<file path="src/rtl/shift_pkg.sv">
// Mode encodings shared by the pipelined barrel shifter and its stages.
package shift_pkg;

    typedef logic [1:0] sh_mode_t;

    localparam sh_mode_t SH_LSL = 2'b00;
    localparam sh_mode_t SH_LSR = 2'b01;
    localparam sh_mode_t SH_ASR = 2'b10;
    localparam sh_mode_t SH_ROR = 2'b11;

endpackage

</file>
<file path="src/rtl/shift_stage.sv">
// One registered log-shifter stage: shifts by 2^K when amount bit K is set,
// and carries mode, amount and the running carry along with the data.
module shift_stage
    import shift_pkg::*;
#(
    parameter int WIDTH = 16,
    parameter int K     = 0,
    parameter int SHW   = $clog2(WIDTH)
) (
    input  logic             clk,
    input  logic             rst_n,
    input  logic             en,
    input  logic [WIDTH-1:0] d,
    input  sh_mode_t         mode,
    input  logic [SHW-1:0]   amt,
    input  logic             c,
    output logic [WIDTH-1:0] q,
    output sh_mode_t         q_mode,
    output logic [SHW-1:0]   q_amt,
    output logic             q_c,
    output logic             q_zero
);

    localparam int S = 1 << K;

    logic [WIDTH-1:0] nd;
    logic             nc;

    // NOTE: every output of an always_comb gets a default first so no latch is inferred.
    always_comb begin
        nd = d;
        nc = c;
        if (amt[K]) begin
            case (mode)
                SH_LSL: begin
                    nd = d << S;
                    nc = d[WIDTH-S];
                end
                SH_LSR: begin
                    nd = d >> S;
                    nc = d[S-1];
                end
                SH_ASR: begin
                    nd = $signed(d) >>> S;
                    nc = d[S-1];
                end
                default: begin
                    nd = {d[S-1:0], d[WIDTH-1:S]};
                    nc = 1'b0;
                end
            endcase
        end
    end

    // NOTE: datapath registers are reset too, because out_data and the flags must read 0 after reset.
    always_ff @(posedge clk) begin
        if (!rst_n) begin
            q      <= '0;
            q_mode <= SH_LSL;
            q_amt  <= '0;
            q_c    <= 1'b0;
            q_zero <= 1'b0;
        end else if (en) begin
            q      <= nd;
            q_mode <= mode;
            q_amt  <= amt;
            q_c    <= nc;
            q_zero <= (nd == '0);
        end
    end

endmodule

</file>
<file path="src/rtl/shift_unit_pipe.sv">
// Pipelined barrel shifter: SHW registered stages, valid/ready on both sides,
// whole-pipeline stall when the output is held.
module shift_unit_pipe #(
    parameter int WIDTH = 16,
    parameter int SHW   = $clog2(WIDTH)
) (
    input  logic             clk,
    input  logic             rst_n,
    input  logic             in_valid,
    output logic             in_ready,
    input  logic [WIDTH-1:0] in_data,
    input  logic [SHW-1:0]   in_amt,
    input  logic [1:0]       in_mode,
    output logic             out_valid,
    input  logic             out_ready,
    output logic [WIDTH-1:0] out_data,
    output logic             out_carry,
    output logic             out_zero
);

    logic             en;
    logic [SHW-1:0]   valid_q;
    logic [WIDTH-1:0] data_a  [SHW+1];
    logic [1:0]       mode_a  [SHW+1];
    logic [SHW-1:0]   amt_a   [SHW+1];
    logic             carry_a [SHW+1];
    logic [SHW-1:0]   zero_v;
    logic             unused_tail;

    // A held result freezes every stage, bubbles included.
    assign en       = !(out_valid && !out_ready);
    assign in_ready = en;

    assign data_a[0]  = in_data;
    assign mode_a[0]  = in_mode;
    assign amt_a[0]   = in_amt;
    assign carry_a[0] = 1'b0;

    for (genvar k = 0; k < SHW; k++) begin : g_stage
        shift_stage #(
            .WIDTH (WIDTH),
            .K     (k),
            .SHW   (SHW)
        ) u_stage (
            .clk    (clk),
            .rst_n  (rst_n),
            .en     (en),
            .d      (data_a[k]),
            .mode   (mode_a[k]),
            .amt    (amt_a[k]),
            .c      (carry_a[k]),
            .q      (data_a[k+1]),
            .q_mode (mode_a[k+1]),
            .q_amt  (amt_a[k+1]),
            .q_c    (carry_a[k+1]),
            .q_zero (zero_v[k])
        );
    end

    // NOTE: sequential state uses non-blocking assignments so all stages advance from the same snapshot.
    always_ff @(posedge clk) begin
        if (!rst_n) begin
            valid_q <= '0;
        end else if (en) begin
            valid_q <= {valid_q[SHW-2:0], in_valid};
        end
    end

    assign out_valid = valid_q[SHW-1];
    assign out_data  = data_a[SHW];
    assign out_carry = carry_a[SHW];
    assign out_zero  = zero_v[SHW-1];

    // Only the last stage's zero flag is architectural; the tail mode/amount are spent.
    assign unused_tail = ^{mode_a[SHW], amt_a[SHW], zero_v[SHW-2:0]};

endmodule

</file>
<file path="config.mk">
export PLATFORM = sky130hd
export DESIGN_NAME = shift_unit_pipe
export DESIGN_NICKNAME = d
export VERILOG_FILES = /design/src/rtl/shift_pkg.sv /design/src/rtl/shift_stage.sv /design/src/rtl/shift_unit_pipe.sv
export SDC_FILE = /design/constraint.sdc
export NUM_CORES = 1
export LEC_CHECK = 0
export CAP_MARGIN = 20
export CORE_UTILIZATION = 57
export DETAILED_ROUTE_END_ITERATION = 16
export PLACE_DENSITY = 0.8
export SYNTH_ARGS = -nofsm -noshare
export SYNTH_HDL_FRONTEND = slang
export SYNTH_SLANG_ARGS = --single-unit
</file>
<file path="constraint.sdc">
create_clock -name clk -period 2 [get_ports clk]
set_input_delay 0.5 -clock clk [delete_from_list [all_inputs] [get_ports clk]]
set_output_delay 0.5 -clock clk [all_outputs]
set_load 0.05 [all_outputs]
</file>
==> results.sh <==
export IMPL_cts_buffer_depth=2
export IMPL_synth_area_leaders="dfxtp_1, a221oi_1, nand2_1, a21oi_1, nor2_1"
export IMPL_dieArea_um2=8430
export IMPL_fin_worst_skew_ns=0.0101
export IMPL_cts_root_buffer="clkbuf_8"
export IMPL_synth_most_common_cell="dfxtp_1"
export IMPL_p_int_mw=2.92
export IMPL_final_min_clock_period_ns=1.97
export IMPL_power_frac_seq_pct=47.9
export IMPL_cts_clk_slew_worst_paths_ns=0.09
export IMPL_cts_buffers=9
export IMPL_p_per_area_nw_per_um2=735
export IMPL_m1WireLength_um=4490
export IMPL_fp_dieW_um=91.8
export IMPL_drt_initial_drc_count=212
export IMPL_diodes=0
export IMPL_top_layer_used="met4"
export IMPL_core_region_area_um2=7770
export IMPL_netlist_instances=564
export IMPL_p_leak_nw=2.27
export IMPL_hold_viol=0
export IMPL_hold_class="flip-flop to flip-flop"
export IMPL_setup_viol=0
export IMPL_fp_row_count=32
export IMPL_crit_type="flip-flop to flip-flop"
export IMPL_cts_tree="yes"
export IMPL_rrSetupSlack_ns=0.03
export IMPL_fmax_mhz=508
export IMPL_arrival_ns=2.20
export IMPL_clk_latency_ns=0.35
export IMPL_routedWlPerCell_um=15.1
export IMPL_antenna_found_initial=0
export IMPL_drc=0
export IMPL_yosysUniqueCellTypes=47
export IMPL_synth_area_leader_cell="dfxtp_1"
export IMPL_ant_nets=0
export IMPL_seq_area_frac_synth_pct=37.0
export IMPL_required_ns=2.23
export IMPL_num_io_pins=46
export IMPL_p_comb_share_pct=15.9
export IMPL_status="finished, final reports clean"
export IMPL_swShare_pct=26.5
export IMPL_finalMaxSlewViolations=0
export IMPL_ys_seq_elements=85
export IMPL_h_tree_depth=3
export IMPL_start_util_pct=59.2
export IMPL_worst_pin_slew_ns=0.686
export IMPL_synthFlopType="dfxtp_1"
export IMPL_die_h_um=91.8
export IMPL_first_pass_iters=6
export IMPL_area_growth_pct=17.3
export IMPL_endpoint_kind="flip-flop"
export IMPL_avgViaCountPerCell=6.04
export IMPL_fin_area_um2=5400
export IMPL_cts_hold_buf=0
export IMPL_yosys_warnings=0
export IMPL_timing_hold_ws_ns=0.465
export IMPL_grt_ovfl_total=0
export IMPL_crit_path_start_kind="flip-flop"
export IMPL_synth_edf_count=0
export IMPL_postPlaceCellArea_um2=5150
export IMPL_track_usage_pct=26.4
export IMPL_wl_met2_um=5260
export IMPL_nets=632
export IMPL_fin_crit_sh_pct=98.5
export IMPL_max_vdd_ir_drop_mv=0.378
export IMPL_grt_max_degree=52
export IMPL_multi_input_area_um2=2530
export IMPL_met3WireLength_um=484
export IMPL_postCtsSetupBuffers=0
export IMPL_gp_congestion=0.926
export IMPL_setup_tns_ns=0
export IMPL_rsz0062_at_grt="yes"
export IMPL_synth_nets=606
export IMPL_drv_cap=0
export IMPL_synth_avg_cell_area_um2=8.15
export IMPL_routed_wl_um=10500
export IMPL_io_buffer_count=45
export IMPL_cts_sinks=85
export IMPL_maxSlewHeadroom_pct=54.1
export IMPL_critPathMaxFanout=7
export IMPL_p_clk_share_pct=36.2
export IMPL_net_switching_power_mw=1.05
export IMPL_post_place_ws_ns=-0.433
export IMPL_grt_pass1_vias=3850
export IMPL_synth_top_area_share_pct=37.0
export IMPL_fill_cells=639
export IMPL_regArea_um2=1700
export IMPL_dp_hpwl_um=7610
export IMPL_grt_pass1_wl_um=18100
export IMPL_async_flop_share_pct=0
export IMPL_layout_setup_ws_ns=0.0304
export IMPL_synthTopCellsByCount="dfxtp_1, nand2_1, nor2_1"
export IMPL_syn_area_um2=4600
export IMPL_via_count=4207
export IMPL_drive_gt1_share_pct=11.6
## routing by layer
metal	global-route usage (%)	vias up
li1	-	2082
met1	31.7	1953
met2	46.3	146
met3	4.48	26
met4	11.3	0
met5	0	-
## flip-flops by register name (all words and copies together) (netlist names)
signal / cells
g_stage.u_stage.q_mode: 6
g_stage.u_stage.q: 64
g_stage.u_stage.q_zero: 1
g_stage.u_stage.q_c: 4
valid_q: 4
g_stage.u_stage.q_amt: 6
## layout by cell type (no fill, tap or decap), types with 2 or more instances in the layout
| cell type | instances |
|---|---|
| and2_1 | 7 |
| a22o_1 | 3 |
| o211ai_1 | 3 |
| o221ai_1 | 3 |
| nor2b_1 | 23 |
| dlygate4sd2_1 | 11 |
| clkbuf_8 | 9 |
| nor2_1 | 56 |
| nor3_1 | 11 |
| nand2b_1 | 3 |
| bufinv_16 | 3 |
| a21oi_1 | 45 |
| nand2_1 | 64 |
| dfxtp_1 | 84 |
| buf_4 | 32 |
| o21a_1 | 2 |
| inv_2 | 2 |
| ha_1 | 16 |
| buf_12 | 6 |
| a211o_1 | 3 |
| a221oi_1 | 32 |
| a22oi_1 | 19 |
| nor3b_1 | 17 |
| or3_1 | 2 |
| o31ai_1 | 7 |
| o21ai_0 | 20 |
| nand3_1 | 2 |
| clkdlybuf4s50_1 | 22 |
| inv_1 | 13 |
| a21boi_0 | 17 |
| dlymetal6s2s_1 | 5 |
| o211a_1 | 9 |
| o221a_2 | 3 |
| a31oi_1 | 3 |
| a211oi_1 | 16 |
## cell type report
cell class	instances	area share, %
sequential	85	31.6
clock inverter	6	2.06
clock buffer	10	2.36
tap	102	2.36
inverter	15	1.04
multi-input combinational	402	46.8
timing repair buffer	77	13.8
## through the flow
stage | instances | util, % | total power [mW]
6_report | 697 | 69.5 | 3.97
5_1_grt | 697 | 69.5 | 4.16
4_1_cts | 697 | 69.3 | 3.99
3_5_place_dp | 681 | 66.3 | 2.57
3_3_place_gp | 681 | 66.3 | 2.55
2_1_floorplan | 564 | - | 2.36
## cells by family after synthesis
| family | after synthesis | synth area share [%] |
|---|---|---|
| and+or+nand+nor | 194 | 20.2 |
| DFF | 85 | 37.0 |
| buffers and inverters | 77 | 8.41 |
| AOI/OAI and AO/OA | 192 | 30.1 |
| adders and majority gates | 16 | 4.35 |
## power groups by stage
stage	Clock, mW	Sequential (mW)	Combinational (mW)
floorplan	0	1.91	0.448
global placement	0	1.93	0.613
detailed placement	0	1.94	0.628
CTS	1.46	1.90	0.627
global route	1.55	1.92	0.697
finish	1.44	1.90	0.629
## critical path, stage by stage, from the launching register on
cell      delay [ns]
dfxtp_1         0.42
inv_1           0.09
ha_1            0.20
or3_4           0.43
and2_1          0.27
a211oi_1        0.36
nor3b_1         0.09
## what timing repair did
| item | CTS | global route |
|---|---|---|
| cloned | 0 | 0 |
| setup endpoints to repair | 34 | 15 |
| resized for setup | 12 | 7 |
| hold endpoints to repair | 0 | 0 |
## worst paths after layout
| kind | startpoint | endpoint | depth (start not counted) |
|---|---|---|---|
| worst max-delay path | g_stage[1].u_stage.q_mode[1] | g_stage[2].u_stage.q[10] | 6 |
| worst min-delay path | g_stage[0].u_stage.q_amt[2] | g_stage[0].u_stage.q_amt[2] | 2 |
| worst max register to register | g_stage[1].u_stage.q_mode[1] | g_stage[2].u_stage.q[10] | 6 |
| worst min register to register | g_stage[0].u_stage.q_amt[2] | g_stage[0].u_stage.q_amt[2] | 2 |
(Power assumes the default switching activity.)
